### src/rtl/vga_timing_gen_if.sv
// Compositor and display bus for vga_timing_gen: raster coordinates out, compositor RGB in,
// aligned VGA video out. The master side is the timing generator.
interface vga_timing_gen_if;
    logic       pix_ce;
    logic [9:0] x_pos;
    logic [9:0] y_pos;
    logic [7:0] red_in;
    logic [7:0] green_in;
    logic [7:0] blue_in;
    logic       test_mode;
    logic [7:0] vga_r;
    logic [7:0] vga_g;
    logic [7:0] vga_b;
    logic       hsync;
    logic       vsync;
    logic       de;
    logic       frame_start;

    modport master (
        output pix_ce, x_pos, y_pos,
        output vga_r, vga_g, vga_b, hsync, vsync, de, frame_start,
        input  red_in, green_in, blue_in, test_mode
    );

    modport slave (
        input  pix_ce, x_pos, y_pos,
        input  vga_r, vga_g, vga_b, hsync, vsync, de, frame_start,
        output red_in, green_in, blue_in, test_mode
    );
endinterface

### src/rtl/vga_timing_gen.sv
// VGA raster timing generator with compositor-latency alignment of RGB, syncs and de.
// Optional colour-bar test pattern when VGA_TEST_PATTERN_EN is defined.
module vga_timing_gen #(
    parameter int H_ACTIVE = 640,
    parameter int H_FP     = 16,
    parameter int H_SYNC   = 96,
    parameter int H_BP     = 48,
    parameter int V_ACTIVE = 480,
    parameter int V_FP     = 10,
    parameter int V_SYNC   = 2,
    parameter int V_BP     = 33,
    parameter int CLK_DIV  = 2,
    parameter int PIPE_LAT = 2,
    parameter int SYNC_POL = 0
) (
    input  logic             clk,
    input  logic             rst_n,
    vga_timing_gen_if.master bus
);

    localparam int H_TOTAL = H_ACTIVE + H_FP + H_SYNC + H_BP;
    localparam int V_TOTAL = V_ACTIVE + V_FP + V_SYNC + V_BP;
    localparam int DIV_W   = (CLK_DIV > 1) ? $clog2(CLK_DIV) : 1;
    localparam int CW      = 12;
    localparam logic SP    = 1'(SYNC_POL);

    typedef struct packed {
        logic       act;
        logic       hs;
        logic       vs;
        logic [9:0] x;
    } tap_t;

    logic [DIV_W-1:0] div;
    logic             pix_ce;
    logic [CW-1:0]    h_cnt;
    logic [CW-1:0]    v_cnt;
    logic             h_last;
    logic             v_last;
    tap_t             tap_in;
    tap_t             tap_d;
    tap_t             pipe [PIPE_LAT];
    logic [23:0]      rgb_next;
    logic [7:0]       vga_r;
    logic [7:0]       vga_g;
    logic [7:0]       vga_b;
    logic             hsync;
    logic             vsync;
    logic             de;

    // pix_ce is registered from the pre-edge divider value, so the first tick lands two clks after release
    always_ff @(posedge clk or negedge rst_n) begin
        if (!rst_n) begin
            div    <= '0;
            pix_ce <= 1'b0;
        end else begin
            pix_ce <= (div == DIV_W'(CLK_DIV - 1));
            if (div == DIV_W'(CLK_DIV - 1))
                div <= '0;
            else
                div <= div + DIV_W'(1);
        end
    end

    assign h_last = (h_cnt == CW'(H_TOTAL - 1));
    assign v_last = (v_cnt == CW'(V_TOTAL - 1));

    always_ff @(posedge clk or negedge rst_n) begin
        if (!rst_n) begin
            h_cnt <= '0;
            v_cnt <= '0;
        end else if (pix_ce) begin
            if (h_last) begin
                h_cnt <= '0;
                v_cnt <= v_last ? '0 : v_cnt + CW'(1);
            end else begin
                h_cnt <= h_cnt + CW'(1);
            end
        end
    end

    always_comb begin
        tap_in     = '0;
        tap_in.act = (h_cnt < CW'(H_ACTIVE)) && (v_cnt < CW'(V_ACTIVE));
        tap_in.hs  = (h_cnt >= CW'(H_ACTIVE + H_FP)) && (h_cnt < CW'(H_ACTIVE + H_FP + H_SYNC));
        tap_in.vs  = (v_cnt >= CW'(V_ACTIVE + V_FP)) && (v_cnt < CW'(V_ACTIVE + V_FP + V_SYNC));
        tap_in.x   = h_cnt[9:0];
    end

    // Delay line matches the compositor latency; an all-zero tap means blanked and out of sync
    always_ff @(posedge clk or negedge rst_n) begin
        if (!rst_n) begin
            for (int unsigned i = 0; i < PIPE_LAT; i++)
                pipe[i] <= '0;
        end else if (pix_ce) begin
            pipe[0] <= tap_in;
            for (int unsigned i = 1; i < PIPE_LAT; i++)
                pipe[i] <= pipe[i-1];
        end
    end

    assign tap_d = pipe[PIPE_LAT-1];

`ifdef VGA_TEST_PATTERN_EN
    logic [2:0]  bar_idx;
    logic [23:0] bar_rgb;

    always_comb begin
        bar_idx = 3'((32'(tap_d.x) * 32'd8) / 32'(H_ACTIVE));
        case (bar_idx)
            3'd0:    bar_rgb = 24'hFFFFFF;
            3'd1:    bar_rgb = 24'hFFFF00;
            3'd2:    bar_rgb = 24'h00FFFF;
            3'd3:    bar_rgb = 24'h00FF00;
            3'd4:    bar_rgb = 24'hFF00FF;
            3'd5:    bar_rgb = 24'hFF0000;
            3'd6:    bar_rgb = 24'h0000FF;
            default: bar_rgb = 24'h000000;
        endcase
    end
`else
    logic unused_ok;
    assign unused_ok = &{1'b0, bus.test_mode, tap_d.x};
`endif

    always_comb begin
        rgb_next = {bus.red_in, bus.green_in, bus.blue_in};
`ifdef VGA_TEST_PATTERN_EN
        if (bus.test_mode)
            rgb_next = bar_rgb;
`endif
        if (!tap_d.act)
            rgb_next = '0;
    end

    always_ff @(posedge clk or negedge rst_n) begin
        if (!rst_n) begin
            de    <= 1'b0;
            hsync <= ~SP;
            vsync <= ~SP;
            vga_r <= '0;
            vga_g <= '0;
            vga_b <= '0;
        end else if (pix_ce) begin
            de    <= tap_d.act;
            hsync <= tap_d.hs ? SP : ~SP;
            vsync <= tap_d.vs ? SP : ~SP;
            {vga_r, vga_g, vga_b} <= rgb_next;
        end
    end

    assign bus.pix_ce      = pix_ce;
    assign bus.x_pos       = h_cnt[9:0];
    assign bus.y_pos       = v_cnt[9:0];
    assign bus.vga_r       = vga_r;
    assign bus.vga_g       = vga_g;
    assign bus.vga_b       = vga_b;
    assign bus.hsync       = hsync;
    assign bus.vsync       = vsync;
    assign bus.de          = de;
    // Counters sit at reset (0,0) after release, so a restart never pulses here
    assign bus.frame_start = pix_ce & h_last & v_last;

endmodule

### src/flat_wrapper.sv
// flat-port wrapper written by rule: the top's interface ports become plain ports
module vga_timing_gen_flat 
#(
    parameter int H_ACTIVE = 640,
    parameter int H_FP     = 16,
    parameter int H_SYNC   = 96,
    parameter int H_BP     = 48,
    parameter int V_ACTIVE = 480,
    parameter int V_FP     = 10,
    parameter int V_SYNC   = 2,
    parameter int V_BP     = 33,
    parameter int CLK_DIV  = 2,
    parameter int PIPE_LAT = 2,
    parameter int SYNC_POL = 0
)
  (clk, rst_n, bus_pix_ce, bus_x_pos, bus_y_pos, bus_vga_r, bus_vga_g, bus_vga_b, bus_hsync, bus_vsync, bus_de, bus_frame_start, bus_red_in, bus_green_in, bus_blue_in, bus_test_mode);
  vga_timing_gen_if bus_i ();
  input  logic clk;
  input  logic rst_n;
  output wire logic [$bits(bus_i.pix_ce)-1:0] bus_pix_ce;
  output wire logic [$bits(bus_i.x_pos)-1:0] bus_x_pos;
  output wire logic [$bits(bus_i.y_pos)-1:0] bus_y_pos;
  output wire logic [$bits(bus_i.vga_r)-1:0] bus_vga_r;
  output wire logic [$bits(bus_i.vga_g)-1:0] bus_vga_g;
  output wire logic [$bits(bus_i.vga_b)-1:0] bus_vga_b;
  output wire logic [$bits(bus_i.hsync)-1:0] bus_hsync;
  output wire logic [$bits(bus_i.vsync)-1:0] bus_vsync;
  output wire logic [$bits(bus_i.de)-1:0] bus_de;
  output wire logic [$bits(bus_i.frame_start)-1:0] bus_frame_start;
  input wire logic [$bits(bus_i.red_in)-1:0] bus_red_in;
  input wire logic [$bits(bus_i.green_in)-1:0] bus_green_in;
  input wire logic [$bits(bus_i.blue_in)-1:0] bus_blue_in;
  input wire logic [$bits(bus_i.test_mode)-1:0] bus_test_mode;
  assign bus_pix_ce = bus_i.pix_ce;
  assign bus_x_pos = bus_i.x_pos;
  assign bus_y_pos = bus_i.y_pos;
  assign bus_vga_r = bus_i.vga_r;
  assign bus_vga_g = bus_i.vga_g;
  assign bus_vga_b = bus_i.vga_b;
  assign bus_hsync = bus_i.hsync;
  assign bus_vsync = bus_i.vsync;
  assign bus_de = bus_i.de;
  assign bus_frame_start = bus_i.frame_start;
  assign bus_i.red_in = bus_red_in;
  assign bus_i.green_in = bus_green_in;
  assign bus_i.blue_in = bus_blue_in;
  assign bus_i.test_mode = bus_test_mode;
  vga_timing_gen #(.H_ACTIVE(H_ACTIVE), .H_FP(H_FP), .H_SYNC(H_SYNC), .H_BP(H_BP), .V_ACTIVE(V_ACTIVE), .V_FP(V_FP), .V_SYNC(V_SYNC), .V_BP(V_BP), .CLK_DIV(CLK_DIV), .PIPE_LAT(PIPE_LAT), .SYNC_POL(SYNC_POL)) u_core (.clk(clk), .rst_n(rst_n), .bus(bus_i));
endmodule
### config.mk
export PLATFORM = sky130hd
export DESIGN_NAME = vga_timing_gen_flat
export DESIGN_NICKNAME = d
export VERILOG_FILES = /design/src/rtl/vga_timing_gen_if.sv /design/src/rtl/vga_timing_gen.sv /design/src/flat_wrapper.sv
export SDC_FILE = /design/constraint.sdc
export NUM_CORES = 1
export LEC_CHECK = 0
export ABC_CLOCK_PERIOD_IN_PS = 1600
export BUFFER_PORTS_ARGS = -buffer_cell sky130_fd_sc_hd__buf_4
export CAP_MARGIN = 5
export CORE_MARGIN = 1.5
export CORE_UTILIZATION = 47
export DETAILED_ROUTE_END_ITERATION = 12
export PLACE_DENSITY = 0.75
export SETUP_SLACK_MARGIN = 0.1
export SYNTH_ARGS = -nofsm -noshare
export SYNTH_HDL_FRONTEND = slang
export SYNTH_SLANG_ARGS = --single-unit
### constraint.sdc
create_clock -name clk -period 1.6 [get_ports clk]
set_input_delay 0.24 -clock clk [delete_from_list [all_inputs] [get_ports clk]]
set_output_delay 0.24 -clock clk [all_outputs]
set_load 0.05 [all_outputs]
# --- After elaboration in Yosys (flattened, before gate mapping) ---
# Index checks and enable logic that the tools add are counted.
op_classes:
  n_addsub: 3
  n_mul: 0
  div_mod_pow: 0
  n_lt_le_gt_ge: 6
  eq_ne: 2
  shift: 0
  n_mux: 6
  bitwise_logic: 2
  reduce_logical: 4
op_table:
  columns: ["cell", "count"]
  rows:
  - ["12-bit by 1-bit adder with 12-bit output (second input constant)", 2]
  - ["12-bit by 10-bit equality test with 1-bit output (second input constant)", 2]
  - ["12-bit by 10-bit less-than comparator with 1-bit output (second input constant)", 2]
  - ["12-bit by 9-bit less-than comparator with 1-bit output (second input constant)", 2]
  - ["12-bit 2-to-1 mux", 2]
  - ["24-bit 2-to-1 mux", 1]
  - ["12-bit by 10-bit >= comparator with 1-bit output (second input constant)", 1]
  - ["12-bit by 9-bit >= comparator with 1-bit output (second input constant)", 1]
  - ["1-bit logical AND", 3]
  - ["1-bit 2-to-1 mux", 3]
  - ["1-bit AND", 2]
  - ["2-bit AND reduction", 1]
  - ["1-bit adder (second input constant)", 1]
totals:
  ff_bits: 59
  latchBits: 0
  ram_bits: 0
  romBits: 0
  output_inout_bits: 49
  elab_cells: 39
  memories: 0

# --- Depth between registers and ports, before layout ---
# Gate-level depths: netlist of the first run.
depth:
  depth_word: 3
  depth_mapped: 7
  depth_no_buf: 6

# --- Worst setup path after synthesis of the first run ---
# Ideal clock, no wire load.
synth_timing:
  path_type: "flip-flop to output port"
  startpoint: "register u_core.pix_ce, in the netlist u_core.bus.pix_ce"
  endpoint: "output bus_frame_start"
  arrival_ps: 1894
  path_slack_ps: -534
  stages_incl_launch_ff: 5
  path_cell_list: "dfrtp_1 -> nand4_2 -> nand4b_4 -> buf_6 -> nor2_1"
synth_via:
  elab_chain_cells: 2
synth_lines:
  columns: ["item", "line", "rtl"]
  rows:
  - ["start, declared", "vga_timing_gen.sv:35", "logic pix_ce;"]
  - ["start signal, assigned", "vga_timing_gen.sv:57", "pix_ce <= (div == DIV_W'(CLK_DIV - 1));"]
  - ["1-bit AND (2 in a row)", "vga_timing_gen.sv:162", "assign bus.frame_start = pix_ce & h_last & v_last;"]
  - ["end, declared", "flat_wrapper.sv:29", "output wire logic [$bits(bus_i.frame_start)-1:0] bus_frame_start;"]
# Every way passes these cells.

# --- Final worst setup path of the first run ---
layout_timing:
  startpoint: "register u_core.v_cnt[1]"
  endpoint: "output bus_frame_start"
layout_via:
  elab_chain_cells: 2
layout_lines:
  columns: ["item", "line", "rtl"]
  rows:
  - ["start, declared", "vga_timing_gen.sv:37", "logic [CW-1:0] v_cnt;"]
  - ["start signal, assigned", "vga_timing_gen.sv:75", "v_cnt <= v_last ? '0 : v_cnt + CW'(1);"]
  - ["12-bit by 10-bit equality test with 1-bit output", "vga_timing_gen.sv:66", "assign v_last = (v_cnt == CW'(V_TOTAL - 1));"]
  - ["1-bit AND", "vga_timing_gen.sv:162", null]
# Every way passes these cells.

==> results of run 1 <==
-- area by class of cell --
class	instances	area, um^2
sequential	59	1481
clock inverter	5	77.57
timing repair buffer	119	991.0
clock buffer	11	131.4
tap	75	93.84
inverter	34	127.6
fill	445	1792
multi-input combinational	164	1226
-- metrics by stage --
| stage | hold WS [ns] | power, mW | utilization, % | setup TNS, ns | instances |
|---|---|---|---|---|---|
| floorplan | -0.05559 | 1.696 | - | 0 | 293 |
| global placement | 0.2023 | 1.834 | 61.56 | -0.1291 | 444 |
| detailed placement | 0.2056 | 1.839 | 61.56 | -0.4807 | 444 |
| CTS | 0.1325 | 3.299 | 66.74 | -1.701 | 465 |
| global route | 0.1430 | 3.390 | 69.74 | -2.027 | 467 |
| finish | 0.1377 | 3.276 | 69.74 | -0.9706 | 467 |
-- critical path, stage by stage (launching register included) --
cell and delay [ns]:
dfrtp_1 0.39, inv_2 0.09, ha_4 0.14, nor3b_4 0.21, nand3_2 0.15, nor2_4 0.15, buf_8 0.15
-- routing by layer --
metal	vias up	part of all wire, %	GRT usage [%]
met3	11	7.1	3.933
met5	-	0	0
met2	84	48	35.87
met4	0	1.7	10.52
met1	1178	43	26.95
li1	1179	-	-
-- Yosys cell counts (all sizes together) (3+ instances only) --
master / instances
a21oi: 5
a22o: 4
a31oi: 3
and2: 4
buf: 28
clkbuf: 8
dfrtp: 57
ha: 4
inv: 34
mux2: 4
mux2i: 4
nand2: 12
nand3: 37
nand4: 6
nor2: 6
nor3: 5
o21ai: 36
xnor2: 6
xor2: 4
-- power groups by stage --
| stage | Combinational [mW] | Sequential [mW] | Clock (mW) |
|---|---|---|---|
| after global placement | 0.269 | 1.57 | 0 |
| after floorplan | 0.0197 | 1.68 | 0 |
| after detailed placement | 0.273 | 1.57 | 0 |
| final | 0.271 | 1.54 | 1.47 |
| after CTS | 0.275 | 1.54 | 1.49 |
| after global routing | 0.291 | 1.54 | 1.56 |
-- final timing paths --
check | end | slack [ns] | depth (start not counted)
min reg2reg | u_core.bus.pix_ce$_DFF_PN0_ | 0.40 | 0
max | bus_frame_start | -0.27 | 6
min | u_core.bus.vga_b[2]$_DFFE_PN0P_ | 0.14 | 3
min in group asynchronous | u_core.bus.vga_g[2]$_DFFE_PN0P_ | 0.38 | 2
max reg2reg | u_core.v_cnt[11]$_DFFE_PN0P_ | -0.15 | 5
max in group asynchronous | u_core.bus.vga_g[0]$_DFFE_PN0P_ | 0.63 | 3
-- kinds of logic (layout without fill, tap and decap cells) --
kind of cell | after synthesis | in the layout
simple gates | 91 | 91
buf+inv | 70 | 169
flops | 59 | 59
compound gates | 51 | 51
xor+xnor | 10 | 10
mux | 8 | 8
fa+ha+maj | 4 | 4
-- sequential cells by signal, summed over array words and instances, names as in the netlist --
| signal | cells |
|---|---|
| u_core.h_cnt | 12 |
| u_core.v_cnt | 12 |
| u_core.bus.vga_b | 8 |
| u_core.bus.vga_g | 8 |
| u_core.bus.vga_r | 8 |
| u_core.pipe | 6 |
| u_core.bus.de | 1 |
| u_core.bus.hsync | 1 |
| u_core.bus.pix_ce | 1 |
| u_core.bus.vsync | 1 |
| u_core.div | 1 |
-- what timing repair did --
action,in CTS,in global routing
buffers inserted,3,4
pin swaps,4,19
gates resized for setup,8,37
hold buffers,1,0
endpoints found under the hold margin,28,0
setup endpoints to repair,20,20
cloned,1,0
==> qor.yml, run 1 <==
synth_top_family_by_area: "simple AND/OR/NAND/NOR gates"
final_nets: 418
drive_gt1_share_pct: 44.13
peakVddDrop_v: 0.0005836
htree_levels: 3
synth.distinct_cells: 44
layout_min_cycle_time_ns: 1.871
grt_overflow: 0
portBuffers: 74
cts_tree: "done"
crit_arrival_ns: 1.63
synth_fa_ha_area_share_pct: 1.734
synthArstFlopShare_pct: 100.0
internal_power_mw: 2.489
antenna_found_initial: 0
worst_pin_slew_ns: 0.8092
startpoint: "u_core.v_cnt[1]$_DFFE_PN0P_"
max-cap-violations: 0
ys_top_cells_by_area: "dfrtp_1 49%, nand3_1 6.4%, buf_4 5.5%"
synth_edf_count: 0
clk_latency_ns: 0.34
final.period_utilization_pct: 116.9
syn_area_per_cell_um2: 9.852
cellPowerDensity_nw_per_um2: 793.4
startpoint_type: "flop"
end_kind: "primary output"
io_pins: 76
rsz0062_at_grt: "yes"
hp-class: "input pin to flop"
initial_core_util_pct: 48.75
cts_root_buffer: "clkbuf_8"
place_ws_ns: -0.07761
critical_path_class: "flop to primary output"
final_common_cell: "buf_4"
leakage_nw: 1.961
grt_pass1_wl_um: 10730
muxShareOfSynthArea_pct: 2.948
setup_ws_ns: -0.2707
cts.sinks: 59
viasPerCell: 5.251
combPwrFrac_pct: 8.3
status: "finished, violations left"
die-width_um: 81.37
syn_area_um2: 2887
num_vias: 2452
synth_cells: 293
grt_usage_pct: 21.59
sw_frac_of_total_pct: 24.03
max_freq_mhz: 534.6
die-height_um: 81.37
hold_viol: 0
synth_compound_area_share_pct: 9.753
r2r_start: "u_core.h_cnt[5]$_DFFE_PN0P_"
antenna_cells: 0
placed_cell_area_um2: 3645
wire_per_inst_um: 15.20
grt_pass1_vias: 2344
final_antenna_net_count: 0
setup_viol: 13
grt_max_degree: 34
dieArea_um2: 6620
switchingPower_mw: 0.7871
syn_to_final_growth_pct: 43.04
clkSlewWorstSetupHoldPaths_ns: 0.07
p_clk_share_pct: 44.7
drt_iter0_markers: 87
synth_nets: 324
violations: "setup timing"
finalClockSkew_ns: 0.005488
yosysTopAreaCellShare_pct: 49.41
ys_seq_area_share_pct: 51.24
dr.pass1.iters: 4
synth_warnings: 0
wl_um: 7098
ys_ff_latch: 59
synth-xor-area-share_pct: 3.034
min_from: "bus_blue_in[2]"
synth-simple-area-share_pct: 18.81
numCtsBuffers: 9
slew_violations: 0
rows: 28
crit_required_ns: 1.36
slew_headroom_pct: 46.06
mostFrequentLayoutCells: "104 x buf_4, 55 x dfrtp_1, 32 x inv_1, 31 x nand3_1, 29 x o21ai_0"
yosysTopAreaCell: "dfrtp_1"
final_area_um2: 4129
cp_max_fo: 2
drc: 0
place_congestion: 0.8211
synth_ff_type: "dfrtp_1"
seqPwrFrac_pct: 47.0
detailedPlacementHpwl_um: 4440
core-area_um2: 5921
clk_path_buf_depth: 2
Note: power is estimated with default switching activity, not from simulation.
==> inputs of run 2 (changes only) <==
==> constraint.sdc (replaced) <==
create_clock -name clk -period 1.6 [get_ports clk]
set_input_delay 0.24 -clock clk [delete_from_list [all_inputs] [get_ports clk]]
set_output_delay 0.24 -clock clk [all_outputs]
set_load 0.1 [all_outputs]
==> qor.yml, run 2 (synthesis gave the netlist of run 1 again) <==
place_congestion: 0.7771
drc: 0
clk_path_buf_depth: 2
max-cap-violations: 0
peakVddDrop_v: 0.0003890
initial_core_util_pct: 48.75
holdWs_ns: 0.1427
detailedPlacementHpwl_um: 4519
grt_overflow: 0
antenna_cells: 0
final_common_cell: "buf_4"
leakage_nw: 2.049
dieArea_um2: 6620
num_vias: 2508
seqPwrFrac_pct: 50.8
setup_ws_ns: -0.2747
violations: "setup timing"
crit_arrival_ns: 1.63
rsz0062_at_grt: "yes"
cts_tree: "done"
finalClockSkew_ns: 0.006587
status: "finished, violations left"
end_kind: "primary output"
max_freq_mhz: 533.4
viasPerCell: 5.182
numCtsBuffers: 9
multi_input_area_um2: 1200
drive_gt1_share_pct: 45.23
reg_top3: "u_core.h_cnt x12, u_core.v_cnt x12"
hold_viol: 0
grt_pass1_wl_um: 10560
holdPathStages: 3
clkSlewWorstSetupHoldPaths_ns: 0.06
drt_iter0_markers: 99
p_clk_share_pct: 36.4
r2r-end: "u_core.v_cnt[3]$_DFFE_PN0P_"
portBuffers: 74
die-height_um: 81.37
wire_per_inst_um: 15.27
crit_required_ns: 1.36
critical_path_class: "flop to primary output"
startpoint_type: "flop"
seq_area_um2: 1483
core-area_um2: 5921
rows: 28
die-width_um: 81.37
grt_pass1_vias: 2267
min_from: "bus_red_in[0]"
final_antenna_net_count: 0
switchingPower_mw: 0.8665
antenna_found_initial: 0
layout_min_cycle_time_ns: 1.875
worst_pin_slew_ns: 0.8071
min_to: "u_core.bus.vga_r[0]$_DFFE_PN0P_"
power_mw: 3.035
placed_cell_area_um2: 3662
sw_frac_of_total_pct: 28.55
syn_to_final_growth_pct: 45.64
setup_viol: 11
cts.sinks: 59
grt_usage_pct: 21.28
cts_root_buffer: "clkbuf_8"
combPwrFrac_pct: 12.9
hp-class: "input pin to flop"
slew_violations: 0
wl_um: 7392
final.period_utilization_pct: 117.2
grt_max_degree: 34
cellPowerDensity_nw_per_um2: 721.9
r2r_start: "u_core.h_cnt[7]$_DFFE_PN0P_"
htree_levels: 3
worst-r2r-cell-count: 7
r2r_slack_ns: -0.22
final_nets: 435
slew_headroom_pct: 46.20
dr.pass1.iters: 4
clk_latency_ns: 0.33
internal_power_mw: 2.169
io_pins: 76
final_area_um2: 4204
mostFrequentLayoutCells: "119 x buf_4, 56 x dfrtp_1, 32 x inv_1, 32 x nand3_1, 28 x o21ai_0"
nFillCells: 430
cp_max_fo: 2
## run 2: critical path, stage by stage, from the launching register on
cell	delay, ns
dfrtp_1	0.43
nor4bb_4	0.37
nand3_2	0.15
nor2_4	0.16
buf_12	0.18
## run 2: worst max-delay path by stage
| stage | start | to | cells after the start | slack (ns) |
|---|---|---|---|---|
| floorplan | u_core.bus.pix_ce$_DFF_PN0_ | bus_frame_start | 4 | -0.23 |
| global placement | u_core.v_cnt[7]$_DFFE_PN0P_ | bus_frame_start | 4 | -0.04 |
| detailed placement | u_core.h_cnt[7]$_DFFE_PN0P_ | u_core.v_cnt[9]$_DFFE_PN0P_ | 5 | -0.06 |
| CTS | u_core.h_cnt[5]$_DFFE_PN0P_ | bus_frame_start | 4 | -0.28 |
| global route | u_core.v_cnt[0]$_DFFE_PN0P_ | bus_frame_start | 6 | -0.37 |
| finish | u_core.v_cnt[8]$_DFFE_PN0P_ | bus_frame_start | 4 | -0.27 |
## run 2: what timing repair did
action                                  in CTS  in global routing
gates resized for setup                     19                 29
endpoints found under the hold margin       28                  0
endpoints found under the setup margin      17                 21
pin swaps                                    8                 16
setup buffers                                3                 14
hold buffers                                 1                  0
cloned                                       1                  1
## run 2: power by group through the flow
stage	Combinational (mW)	Clock (mW)	Sequential (mW)
after global routing	0.411	1.21	1.54
after floorplan	0.0208	0	1.80
after detailed placement	0.392	0	1.57
after global placement	0.389	0	1.57
final	0.391	1.10	1.54
after CTS	0.395	1.13	1.54
## run 2: layout make-up
cell class	instances	share of cell area [%]
multi-input cells	164	28.54
repair buffers	136	27.23
flip-flops and latches	59	35.27
clock buffers	12	3.214
inverters	34	3.036
well taps	75	2.232
clock inverters	4	0.4762
## run 2: layer usage
layer,up-vias,global-route usage (%),wire [um]
li1,1200,-,-
met4,0,6.724,104
met3,14,4.944,471
met5,-,0,0
met2,97,34.55,3617
met1,1197,28.15,3199
## run 2: per-stage QoR
stage	TNS, ns	utilization, %	setup slack (ns)	instances
3_5_place_dp	-0.1525	61.86	-0.05532	449
2_1_floorplan	-0.3909	-	-0.2319	293
4_1_cts	-0.6489	66.84	-0.2772	470
6_report	-1.428	71.01	-0.2747	484
5_1_grt	-2.193	71.01	-0.3686	484
3_3_place_gp	-0.05761	61.86	-0.03652	449
